==> src/rtl/mem_stage_pkg.sv <==
// Shared types and constants for the MEM pipeline stage.
// Holds the data-memory handshake FSM states and the branch/jump word shift.
package mem_stage_pkg;

  typedef enum logic {
    IDLE = 1'b0,
    WAIT = 1'b1
  } state_t;

  localparam int JUMP_SHIFT = 2;

endpackage

==> src/rtl/mem_wb.sv <==
// MEM/WB pipeline register: captures write-back fields, or loads a bubble.
// Latency: one cycle. Backpressure: bubble zeroes control bits and holds data.
module mem_wb (
  input  logic        clk,
  input  logic        rst_n,
  input  logic        bubble,
  input  logic        hold,
  input  logic        mem_to_reg,
  input  logic        reg_write,
  input  logic [31:0] rdata,
  input  logic [31:0] alu,
  input  logic [4:0]  dst,
  output logic        WB_MemtoReg,
  output logic        WB_RegWrite,
  output logic [31:0] WB_ReadData,
  output logic [31:0] WB_ALU,
  output logic [4:0]  WB_Reg_Write
);

  always_ff @(posedge clk) begin
    if (!rst_n) begin
      WB_MemtoReg  <= 1'b0;
      WB_RegWrite  <= 1'b0;
      WB_ReadData  <= 32'h0;
      WB_ALU       <= 32'h0;
      WB_Reg_Write <= 5'h0;
    end else if (bubble) begin
      WB_MemtoReg  <= 1'b0;
      WB_RegWrite  <= 1'b0;
    end else begin
      WB_MemtoReg  <= mem_to_reg;
      WB_RegWrite  <= reg_write;
      WB_ALU       <= alu;
      WB_Reg_Write <= dst;
      // Load data is only meaningful for loads; keep the last value otherwise.
      if (!hold) WB_ReadData <= rdata;
    end
  end

endmodule

==> src/rtl/mem_stage.sv <==
// MEM stage: data-memory handshake, branch/jump redirect, MEM/WB register.
// Latency: one cycle to WB; stalls upstream until dmem_ack. MEM_ALIGN_CHECK_EN enables misalign trap.
module mem_stage
  import mem_stage_pkg::*;
(
  input  logic        clk,
  input  logic        rst_n,
  input  logic        MEM_MemtoReg,
  input  logic        MEM_RegWrite,
  input  logic        MEM_Branch,
  input  logic        MEM_Jump,
  input  logic        MEM_MemWrite,
  input  logic        MEM_MemRead,
  input  logic [31:0] MEM_PC,
  input  logic [25:0] MEM_Jump_ins_add,
  input  logic        MEM_Zero,
  input  logic [31:0] MEM_ALU,
  input  logic [31:0] MEM_WriteData,
  input  logic [31:0] MEM_Extimm,
  input  logic [4:0]  MEM_Reg_Write,
  output logic        dmem_req,
  output logic        dmem_we,
  output logic [31:0] dmem_addr,
  output logic [31:0] dmem_wdata,
  input  logic [31:0] dmem_rdata,
  input  logic        dmem_ack,
  output logic        stall,
  output logic        pc_src,
  output logic [31:0] pc_target,
  output logic        flush,
  output logic        WB_MemtoReg,
  output logic        WB_RegWrite,
  output logic [31:0] WB_ReadData,
  output logic [31:0] WB_ALU,
  output logic [4:0]  WB_Reg_Write,
  output logic        mis_fault
);

  state_t      state, state_nxt;
  logic        mem_op, misaligned, req, is_load;
  logic [31:0] br_target, j_target;

  assign mem_op = MEM_MemRead | MEM_MemWrite;

`ifdef MEM_ALIGN_CHECK_EN
  logic mis_q;

  assign misaligned = mem_op & (MEM_ALU[1:0] != 2'b00);

  always_ff @(posedge clk) begin
    if (!rst_n) mis_q <= 1'b0;
    else        mis_q <= misaligned;
  end

  assign mis_fault = mis_q;
`else
  assign misaligned = 1'b0;
  assign mis_fault  = 1'b0;
`endif

  // A trapped misaligned access never reaches memory and never stalls.
  assign req        = mem_op & ~misaligned;
  assign dmem_req   = req;
  assign dmem_we    = MEM_MemWrite;
  assign dmem_addr  = MEM_ALU;
  assign dmem_wdata = MEM_WriteData;
  assign stall      = req & ~dmem_ack;

  always_ff @(posedge clk) begin
    if (!rst_n) state <= IDLE;
    else        state <= state_nxt;
  end

  always_comb begin
    state_nxt = state;
    case (state)
      IDLE:    if (req && !dmem_ack) state_nxt = WAIT;
      WAIT:    if (dmem_ack)         state_nxt = IDLE;
      default: state_nxt = IDLE;
    endcase
  end

  assign br_target = MEM_PC + (MEM_Extimm << JUMP_SHIFT);
  assign j_target  = {MEM_PC[31:28], MEM_Jump_ins_add, 2'b00};
  assign pc_src    = ~stall & (MEM_Jump | (MEM_Branch & MEM_Zero));
  assign pc_target = MEM_Jump ? j_target : br_target;
  assign flush     = pc_src;

  // Read+write together is a store, so no load data is captured.
  assign is_load = MEM_MemRead & ~MEM_MemWrite & ~misaligned;

  mem_wb u_mem_wb (
    .clk          (clk),
    .rst_n        (rst_n),
    .bubble       (stall),
    .hold         (~is_load),
    .mem_to_reg   (MEM_MemtoReg),
    .reg_write    (MEM_RegWrite & ~misaligned),
    .rdata        (dmem_rdata),
    .alu          (MEM_ALU),
    .dst          (MEM_Reg_Write),
    .WB_MemtoReg  (WB_MemtoReg),
    .WB_RegWrite  (WB_RegWrite),
    .WB_ReadData  (WB_ReadData),
    .WB_ALU       (WB_ALU),
    .WB_Reg_Write (WB_Reg_Write)
  );

endmodule

==> config.mk <==
export PLATFORM = sky130hd
export DESIGN_NAME = mem_stage
export DESIGN_NICKNAME = d
export VERILOG_FILES = /design/src/rtl/mem_stage_pkg.sv /design/src/rtl/mem_wb.sv /design/src/rtl/mem_stage.sv
export SDC_FILE = /design/constraint.sdc
export NUM_CORES = 1
export LEC_CHECK = 0
export BUFFER_PORTS_ARGS = -buffer_cell sky130_fd_sc_hd__buf_2
export CAP_MARGIN = 0
export CORE_AREA = 2 2 146 148
export DETAILED_ROUTE_END_ITERATION = 8
export DIE_AREA = 0 0 148 150
export GPL_ROUTABILITY_DRIVEN = 1
export PLACE_DENSITY_LB_ADDON = 0.08
export SYNTH_ARGS = -nofsm -noshare
export SYNTH_HDL_FRONTEND = slang
export SYNTH_HIERARCHICAL = 1
export SYNTH_SLANG_ARGS = --single-unit
==> constraint.sdc <==
create_clock -name clk -period 6.43 [get_ports clk]
set_input_delay 0.9645 -clock clk [delete_from_list [all_inputs] [get_ports clk]]
set_output_delay 0.9645 -clock clk [all_outputs]
set_load 0.01 [all_outputs]
==> impl_results.md, run 1 <==
* Status: complete, no violations
* Maxcap violations at 0
* FF+latch area at 1421 sq um
* Syn Area/Cell at 8.447 sq um
* Fin util at 0.3166
* Commonest cells after routing, fill and taps aside: buf_2, dfxtp_1, nand2_1
* Worst R2R Path Depth at 2
* Nets@finish at 1,052
* TritonCTS clock tree: done
* DR WL/cell at 15.02 um
* Vias per cell at 4.506
* First-pass GRT wire length at 24,740 um
* Endpoints failing hold at 0
* Pins over their slew limit at 0
* Die X at 148 um
* CP required at 5.47 ns
* Yosys reg bits at 71
* CTS clk-pin slew, worst paths at 0.05 ns
* Synth Net Count at 830
* CP peak stage delay at 0.44 ns
* DR DRC count at 0
* Die area at 22,200 sq um
* Crit path max fanout at 4
* Hold path depth at 2
* Worst Path Arrival at 3.86 ns
* Synth unique cells at 56
* Fin Setup TNS at 0 ns
* DP HPWL at 13,180 um
* Critical-path top delay cell: a221oi_1
* Slew Limit Headroom at 0.3149
* DR pass1 iterations at 4
* Worst Setup Path Type: in2out
* Grt total ovfl at 0
* Ratio of cells with drive above 1 in the final layout at 0.4170
* Startpoint Class: primary input
* Least-Margin Pin Slew at 1.028 ns
* Asr flop ratio synth at 0
* Hold endpoint: u_mem_wb/WB_ReadData[2]$_SDFFE_PN0P_
* 1st-iter DRT viols at 141
* Routed WL at 16,530 um
* YS warnings at 6
* CTS H-Tree Depth at 3
* F_max at 0.2074 GHz
* Initial Util at 0.2446
* Clk root buf: clkbuf_16
* Fillcell total at 2,257
* Clock Skew at 0 ns
* Vias at 4,957
* R2r setup slk at 5.80 ns
* Hold_buf cts at 0
* Worst r2r dst: u_mem_wb/WB_Reg_Write[3]$_SDFFE_PN0N_
* Diodes inserted at 0
* P&R area growth vs syn at 29.48%
* Crit path max-delay family: compound AO/OA/AOI/OAI gates
* Min Tclk post-route at 4.822 ns
* CTS resizes at 0
* Core Region at 20,690 sq um
* ANT nets after route at 0
* Critical path origin: MEM_PC[2]
* Worst path cell trace: buf_2, ha_1, fa_1, a21o_1, a221oi_4, o21ai_1, a221oi_1, o21a_1, o21ai_2, a221oi_2, xor2_1, o21ai_1, buf_2
* Post-CTS setup repair buffer count at 0
* RD Place Congestion at 0.7751
* VDD IR-drop max at 0.1034 mV
* Hold path startpoint: u_mem_wb/WB_ReadData[2]$_SDFFE_PN0P_
* Total GRT Usage at 0.1389
* IO buf count at 306
* Num rows at 53
* Pin count of the biggest net entering global routing at 104
* Critical path endpoint category: primary output
* Initial antenna violation count at 0
* I/O pin total at 374
* Vias in the first global route at 4,689
* Post-synth top flop: dfxtp_1
* Buf+Inv Stages, Crit Path at 2
* RSZ-0062 raised after global routing: false
* Max clock buf depth at 2
* Clock sinks at 71
* Power density cells at 204.2 nW/um^2
* Fin crit share at 0.7500
* Register area share after synthesis at 0.2809
* Synth Instances at 599
* Most common cell after layout, fill and taps aside: buf_2
* R2r startpoint: u_mem_wb/WB_Reg_Write[3]$_SDFFE_PN0N_
* Post-Syn Area at 5060 sq um
* Setup violations, final at 0
* Die Y at 150 um
* Leakage at 3.259 nW
* Clock buffer count from CTS at 9
* Post-synth EDFFs at 0
* HP Class: reg2reg
* Clk_lat worst skew at 0.33 ns
* Multi-input logic area at 2938 sq um
sequential cells by signal, summed over array words and instances (netlist names):
name	flops
u_mem_wb/WB_MemtoReg	1
u_mem_wb/WB_ReadData	32
u_mem_wb/WB_ALU	32
u_mem_wb/WB_RegWrite	1
u_mem_wb/WB_Reg_Write	5
cell families (layout without fill, tap and decap cells):
| family | count (synthesis) | in the layout | share of synthesized area |
|---|---|---|---|
| other | 1 | 1 | 0.0007411 |
| adders and majority gates | 30 | 30 | 0.07567 |
| AOI/OAI and AO/OA | 169 | 169 | 0.2213 |
| muxes | 43 | 43 | 0.08630 |
| DFF | 71 | 71 | 0.2809 |
| and+or+nand+nor | 156 | 156 | 0.1536 |
| xor gates and xnor gates | 24 | 24 | 0.04154 |
| buffers and inverters | 105 | 331 | 0.1400 |
power by group:
part / switching (mW) / internal, mW / leakage, nW
registers: 0.0106 / 0.465 / 0.584
clock network: 0.187 / 0.257 / 0.127
logic: 0.229 / 0.189 / 2.55
synthesized netlist by cell type (2+ instances only):
cell type  instances  share of area
nor2b_1           41          0.051
nand3_1            4         0.0040
buf_6              4         0.0089
a221oi_1           2         0.0035
a21oi_1           20          0.020
and3b_1            2         0.0035
xor2_1            10          0.017
a211oi_2           2         0.0049
o21bai_1           4         0.0059
ha_1              29          0.072
dfxtp_1           71           0.28
nor2_1            19          0.014
inv_1              6         0.0045
a211o_1            2         0.0035
nand2_1           68          0.050
and3_2             3         0.0045
o31ai_1            4         0.0059
a31oi_1            2         0.0025
xnor2_1           14          0.024
nor4b_1            2         0.0035
clkbuf_1          15          0.011
nand4_1            2         0.0025
o21ai_0           26          0.026
a221o_1            2         0.0040
o21ai_2            2         0.0035
o21ai_1           34          0.034
and2_1             2         0.0025
mux2i_1           38          0.075
mux2_2             5          0.011
o211ai_1          39          0.058
buf_4             70           0.10
a21o_1            12          0.018
and3_1             4         0.0049
o21a_1            10          0.015
buf_2              8         0.0079
stage by stage:
step	instance area, sq um	power, mW	instances	hold WS [ns]	setup slack, ns
2_1_floorplan	5060	0.7739	599	0.5013	2.102
3_3_place_gp	6287	0.9053	1085	0.4605	1.547
3_5_place_dp	6287	0.9064	1085	0.4700	1.574
4_1_cts	6551	1.365	1100	0.4776	1.553
5_1_grt	6551	1.424	1100	0.4923	1.373
6_report	6551	1.338	1100	0.4746	1.608
per-layer routing:
| layer | vias to the layer above | GRT usage | part of all wire |
|---|---|---|---|
| li1 | 2487 | - | - |
| met1 | 2242 | 0.1740 | 0.43 |
| met2 | 200 | 0.2354 | 0.49 |
| met3 | 28 | 0.03537 | 0.066 |
| met4 | 0 | 0.04095 | 0.016 |
| met5 | - | 0 | 0 |
how the worst max path moves through the flow:
stage | to | slack (ns) | cells past startpoint
CTS | pc_target[28] | 1.55 | 13
finish | pc_target[28] | 1.61 | 13
global route | pc_target[28] | 1.37 | 13
detailed placement | pc_target[28] | 1.57 | 13
global placement | pc_target[28] | 1.55 | 13
floorplan | pc_target[30] | 2.10 | 11
area by class of cell:
class,instances,share of cell area
Clock buffer,9,0.03438
Sequential cell,71,0.2170
Timing Repair Buffer,310,0.2384
Inverter,6,0.003438
Tap cell,275,0.05252
Multi-Input combinational cell,423,0.4484
Clock inverter,6,0.005921
tightest hold or removal path, delay by kind of cell (launching register included):
kind / cells / cell delay [ns]
compound gates: 2 / 0.13
flops: 1 / 0.30
Power figures use the tool's default switching activity.
==> run 2: changes to the inputs <==
- CORE_AREA: 2 2 146 148 -> 2 2 147 149
- DIE_AREA: 0 0 148 150 -> 0 0 149 151
- clock period: 6.43 -> 3.9 ns (I/O delays scaled with it)
==> run 2 against run 1 <==
Cell count grew 1.6%. Power grew 69%. Final area rose by 3.1%. Clock skew unchanged. Critical endpoint is now pc_target[30]. First-iteration DRC count increased by 8.5%. Hold slack worse by 0.00099 ns. Register-to-register slack got worse by 2.6 ns. Die area increased by 1.3%. Combinational power up 75%.
==> impl_results.md, run 2 (same netlist as run 1, synthesis figures left out) <==
* Commonest cells after routing, fill and taps aside: buf_2, dfxtp_1, nand2_1
* CTS H-Tree Depth at 3
* Clock buffer count from CTS at 9
* Crit path max-delay family: compound AO/OA/AOI/OAI gates
* Diodes inserted at 0
* Vias at 5,015
* Worst Setup Path Type: in2out
* Design internal power at 1.533 mW
* ANT nets after route at 0
* Least-Margin Pin Slew at 0.7155 ns
* Clock sinks at 71
* DR WL/cell at 15.37 um
* Num rows at 53
* Startpoint Class: primary input
* Switching Share at 0.3209
* DP HPWL at 13,830 um
* Max clock buf depth at 2
* Crit path max fanout at 3
* Worst R2R Path Depth at 2
* Hold_buf cts at 0
* TritonCTS clock tree: done
* Fin crit share at 0.9956
* Routed WL at 17,180 um
* HP Class: reg2reg
* Initial antenna violation count at 0
* Fin Setup TNS at 0 ns
* Clk root buf: clkbuf_16
* CTS clk-pin slew, worst paths at 0.06 ns
* Worst r2r dst: u_mem_wb/WB_ALU[12]$_SDFFE_PN0N_
* IO buf count at 306
* Maxcap violations at 0
* Die Y at 151 um
* Ratio of cells with drive above 1 in the final layout at 0.4353
* RD Place Congestion at 0.7693
* Biggest registers after layout: u_mem_wb/WB_ALU x32, u_mem_wb/WB_ReadData x32, u_mem_wb/WB_Reg_Write x5
* Worst path cell trace: buf_6, ha_4, fa_2, a21o_1, a221oi_4, a211oi_2, o21a_1, a311o_1, and3_4, a31oi_4, xor2_1, o21ai_1, buf_2
* Setup violations, final at 0
* Pins over their slew limit at 0
* Grt total ovfl at 0
* Buf+Inv Stages, Crit Path at 2
* Sequential power share at 0.347
* Core Region at 20,820 sq um
* Logic pwr share at 0.326
* R2r setup slk at 3.25 ns
* Die X at 149 um
* Fin util at 0.3244
* Worst Path Arrival at 3.30 ns
* CP peak stage delay at 0.38 ns
* DR DRC count at 0
* Die area at 22,500 sq um
* Critical-path top delay cell: a311o_1
* Clock share of power at 0.327
* Endpoints failing hold at 0
* Final worst slack at 0.01711 ns
* Power density cells at 334.2 nW/um^2
* Leakage at 3.357 nW
* Place WS at -0.1145 ns
* RSZ-0062 raised after global routing: true
* Pin count of the biggest net entering global routing at 43
* Clock Skew at 0 ns
* I/O pin total at 374
* Slew Limit Headroom at 0.5230
* Status: complete, no violations
* Crit path to: pc_target[30]
* Critical path endpoint category: primary output
* Sw power at 724.5 uW
* R2r startpoint: u_mem_wb/WB_ALU[12]$_SDFFE_PN0N_
* CP required at 3.31 ns
* Most common cell after layout, fill and taps aside: buf_2
* 1st-iter DRT viols at 153
* Total GRT Usage at 0.1413
* Critical path origin: MEM_Extimm[0]
* DR pass1 iterations at 4
* F_max at 0.2575 GHz
* Min Tclk post-route at 3.883 ns
* P&R area growth vs syn at 33.51%
* CP Depth at 13
* VDD IR-drop max at 0.1433 mV
* Clk_lat worst skew at 0.33 ns
* First-pass GRT wire length at 25,320 um
* Vias in the first global route at 4,867
* Final Power at 2.257 mW
* Nets@finish at 1,070
* Vias per cell at 4.486
* Initial Util at 0.2430
## run 2: worst register-to-register path, stage by stage (launching register included)
cell,delay [ns]
dfxtp_1,0.31
mux2i_1,0.17
nor2b_1,0.06
## run 2: area by class of cell
type                            instances  area (sq um)
Clock inverter                          5         35.03
Tap cell                              275         344.1
Multi-Input combinational cell        423          2990
Timing Repair Buffer                  328          1713
Sequential cell                        71          1421
Clock buffer                           10         229.0
Inverter                                6         22.52
Fill cell                            2333         14070
## run 2: metrics by stage
step / instances / instance area [sq um] / hold WS (ns)
after floorplan: 599 / 5060 / 0.5013
after global placement: 1096 / 6370 / 0.4602
after detailed placement: 1096 / 6370 / 0.4681
after CTS: 1112 / 6661 / 0.4653
after global routing: 1118 / 6755 / 0.4804
final: 1118 / 6755 / 0.4736
## run 2: power by group through the flow
stage          Combinational, mW  Sequential, mW  Clock (mW)
4_1_cts                    0.725           0.784       0.774
3_5_place_dp               0.716           0.800           0
5_1_grt                    0.811           0.788       0.807
2_1_floorplan              0.457           0.819           0
3_3_place_gp               0.718           0.799           0
6_report                   0.735           0.783       0.739
## run 2: how the worst min path moves through the flow
| stage | end | startpoint | cells after the start | slack, ns |
|---|---|---|---|---|
| after floorplan | u_mem_wb/WB_ReadData[0]$_SDFFE_PN0P_ | u_mem_wb/WB_ReadData[0]$_SDFFE_PN0P_ | 2 | 0.50 |
| after global placement | u_mem_wb/WB_ReadData[6]$_SDFFE_PN0P_ | u_mem_wb/WB_ReadData[6]$_SDFFE_PN0P_ | 2 | 0.46 |
| after detailed placement | u_mem_wb/WB_ReadData[25]$_SDFFE_PN0P_ | u_mem_wb/WB_ReadData[25]$_SDFFE_PN0P_ | 2 | 0.47 |
| after CTS | u_mem_wb/WB_ReadData[25]$_SDFFE_PN0P_ | dmem_rdata[25] | 3 | 0.47 |
| after global routing | u_mem_wb/WB_ReadData[25]$_SDFFE_PN0P_ | dmem_rdata[25] | 3 | 0.48 |
| final | u_mem_wb/WB_ReadData[25]$_SDFFE_PN0P_ | u_mem_wb/WB_ReadData[25]$_SDFFE_PN0P_ | 2 | 0.47 |
## run 2: timing repair
action / in CTS / in global routing
gates cloned: 0 / 0
gates resized for setup: 4 / 8
setup endpoints to repair: 3 / 4
pin swaps: 6 / 16
buffers inserted: 1 / 6
## run 2: per-layer routing
metal  track usage  part of all wire  wire (um)
met2        0.2433              0.49       8479
met4       0.03619            0.0064        110
met5             0                 0          0
met3       0.03072             0.065       1110
met1        0.1794              0.44       7481
==> run 3: changes to the inputs <==
- RECOVER_POWER: default -> 50
==> run 3 against run 2 <==
Hold slack better by 0.00058 ns. Wire length up 0.36%. Utilization decreased by 0.53 points. Critical path depth unchanged. Non-clock buffer count unchanged. Clock power about the same. Critical path type unchanged. Highest routed layer unchanged.
==> impl_results.md, run 3 (same netlist as run 1, synthesis figures left out) <==
* Status: complete, no violations
* F_max at 0.2575 GHz
* RD Place Congestion at 0.7693
* Clock buffer count from CTS at 9
* Die Y at 151 um
* Hold_buf cts at 0
* 1st-iter DRT viols at 156
* Worst Path Arrival at 3.30 ns
* Grt total ovfl at 0
* ANT nets after route at 0
* Vias at 5,039
* RSZ-0062 raised after global routing: true
* Vias per cell at 4.507
* VDD IR-drop max at 0.1441 mV
* Met2 usage at 0.2433
* Clock sinks at 71
* Hold slack at 0.4742 ns
* Pin count of the biggest net entering global routing at 43
* Nets@finish at 1,070
* Ratio of cells with drive above 1 in the final layout at 0.3310
* CTS H-Tree Depth at 3
* Die area at 22,500 sq um
* Fin util at 0.3191
* Met3 Use GR at 0.03072
* Clock Skew at 0 ns
* Most common cell after layout, fill and taps aside: buf_2
* CP required at 3.31 ns
* Pins over their slew limit at 0
* TritonCTS clock tree: done
* Design area at 6645 sq um
* Vias in the first global route at 4,867
* Critical path endpoint category: primary output
* P&R area growth vs syn at 31.33%
* Diodes inserted at 0
* DR pass1 iterations at 4
* Crit path max fanout at 3
* DP HPWL at 13,830 um
* Setup violations, final at 0
* Clk_lat worst skew at 0.33 ns
* Num rows at 53
* Core Region at 20,820 sq um
* Startpoint Class: primary input
* Max clock buf depth at 2
* Min Tclk post-route at 3.883 ns
* Clk root buf: clkbuf_16
* R2r setup slk at 3.26 ns
* First-pass GRT wire length at 25,320 um
* DR WL/cell at 15.42 um
* Initial Util at 0.2430
* Least-Margin Pin Slew at 0.6940 ns
* Maxcap violations at 0
* I/O pin total at 374
* Met1 usage at 0.1794
* Post-DP Area at 6370 sq um
* HP Class: reg2reg
* Endpoints failing hold at 0
* Commonest cells after routing, fill and taps aside: buf_2, clkbuf_1, dfxtp_1
* Initial antenna violation count at 0
* DR DRC count at 0
* Power density cells at 338.2 nW/um^2
* Routed WL at 17,240 um
* Slew Limit Headroom at 0.5373
* CTS clk-pin slew, worst paths at 0.06 ns
* IO buf count at 306
* GRT busiest layer: met2
* Leakage at 3.044 nW
* Fin crit share at 0.9956
* Total GRT Usage at 0.1413
* Biggest registers after layout: u_mem_wb/WB_ALU x32, u_mem_wb/WB_ReadData x32, u_mem_wb/WB_Reg_Write x5
* Die X at 149 um
* Worst Setup Path Type: in2out
run 3: cell types whose count changed in the layout (fill, tap and decap cells not counted):
cell / change
buf_2: -88
clkbuf_1: +88
run 3: worst max-delay path: stages:
cell      delay, ns
buf_6          0.10
ha_4           0.15
fa_2           0.36
a21o_1         0.22
a221oi_4       0.33
a211oi_2       0.14
o21a_1         0.22
a311o_1        0.38
and3_4         0.21
a31oi_4        0.19
xor2_1         0.20
o21ai_1        0.07
buf_2          0.16
run 3: layout make-up:
cell class | instances | area (sq um)
Fill cell | 2373 | 14180
Clock inverter | 5 | 35.03
Multi-Input combinational cell | 423 | 2990
Inverter | 6 | 22.52
Sequential cell | 71 | 1421
Tap cell | 275 | 344.1
Timing Repair Buffer | 328 | 1603
Clock buffer | 10 | 229.0
run 3: per-layer routing:
metal	vias to the layer above	wire, um
met5	-	0
met4	0	110
met3	8	1184
met2	209	8512
met1	2292	7436
li1	2530	-
run 3: path summary, 6_finish.rpt:
kind,startpoint,endpoint,depth (start not counted)
worst max-delay path,MEM_Extimm[0],pc_target[30],13
worst min-delay path,u_mem_wb/WB_ReadData[3]$_SDFFE_PN0P_,u_mem_wb/WB_ReadData[3]$_SDFFE_PN0P_,2
worst max register to register,u_mem_wb/WB_ALU[12]$_SDFFE_PN0N_,u_mem_wb/WB_ALU[12]$_SDFFE_PN0N_,2
worst min register to register,u_mem_wb/WB_ReadData[3]$_SDFFE_PN0P_,u_mem_wb/WB_ReadData[3]$_SDFFE_PN0P_,2
run 3: where the power goes:
part / switching (mW) / leakage (nW) / internal (mW)
clock network: 0.312 / 0.129 / 0.428
registers: 0.0188 / 0.584 / 0.766
logic: 0.396 / 2.33 / 0.326
run 3: what timing repair did:
action,CTS,global route
pin swaps,6,16
buffers inserted,1,6
resized for setup,4,8
endpoints found under the setup margin,3,4
run 3: per-stage QoR:
stage | worst slack [ns] | power (mW) | instances | TNS, ns
floorplan | 0.3312 | 1.276 | 599 | 0
detailed placement | -0.1145 | 1.516 | 1096 | -0.1795
CTS | 0.01100 | 2.283 | 1112 | 0
finish | 0.01700 | 2.247 | 1118 | 0
global placement | -0.1050 | 1.517 | 1096 | -0.1873
global route | -0.07178 | 2.394 | 1118 | -0.1477
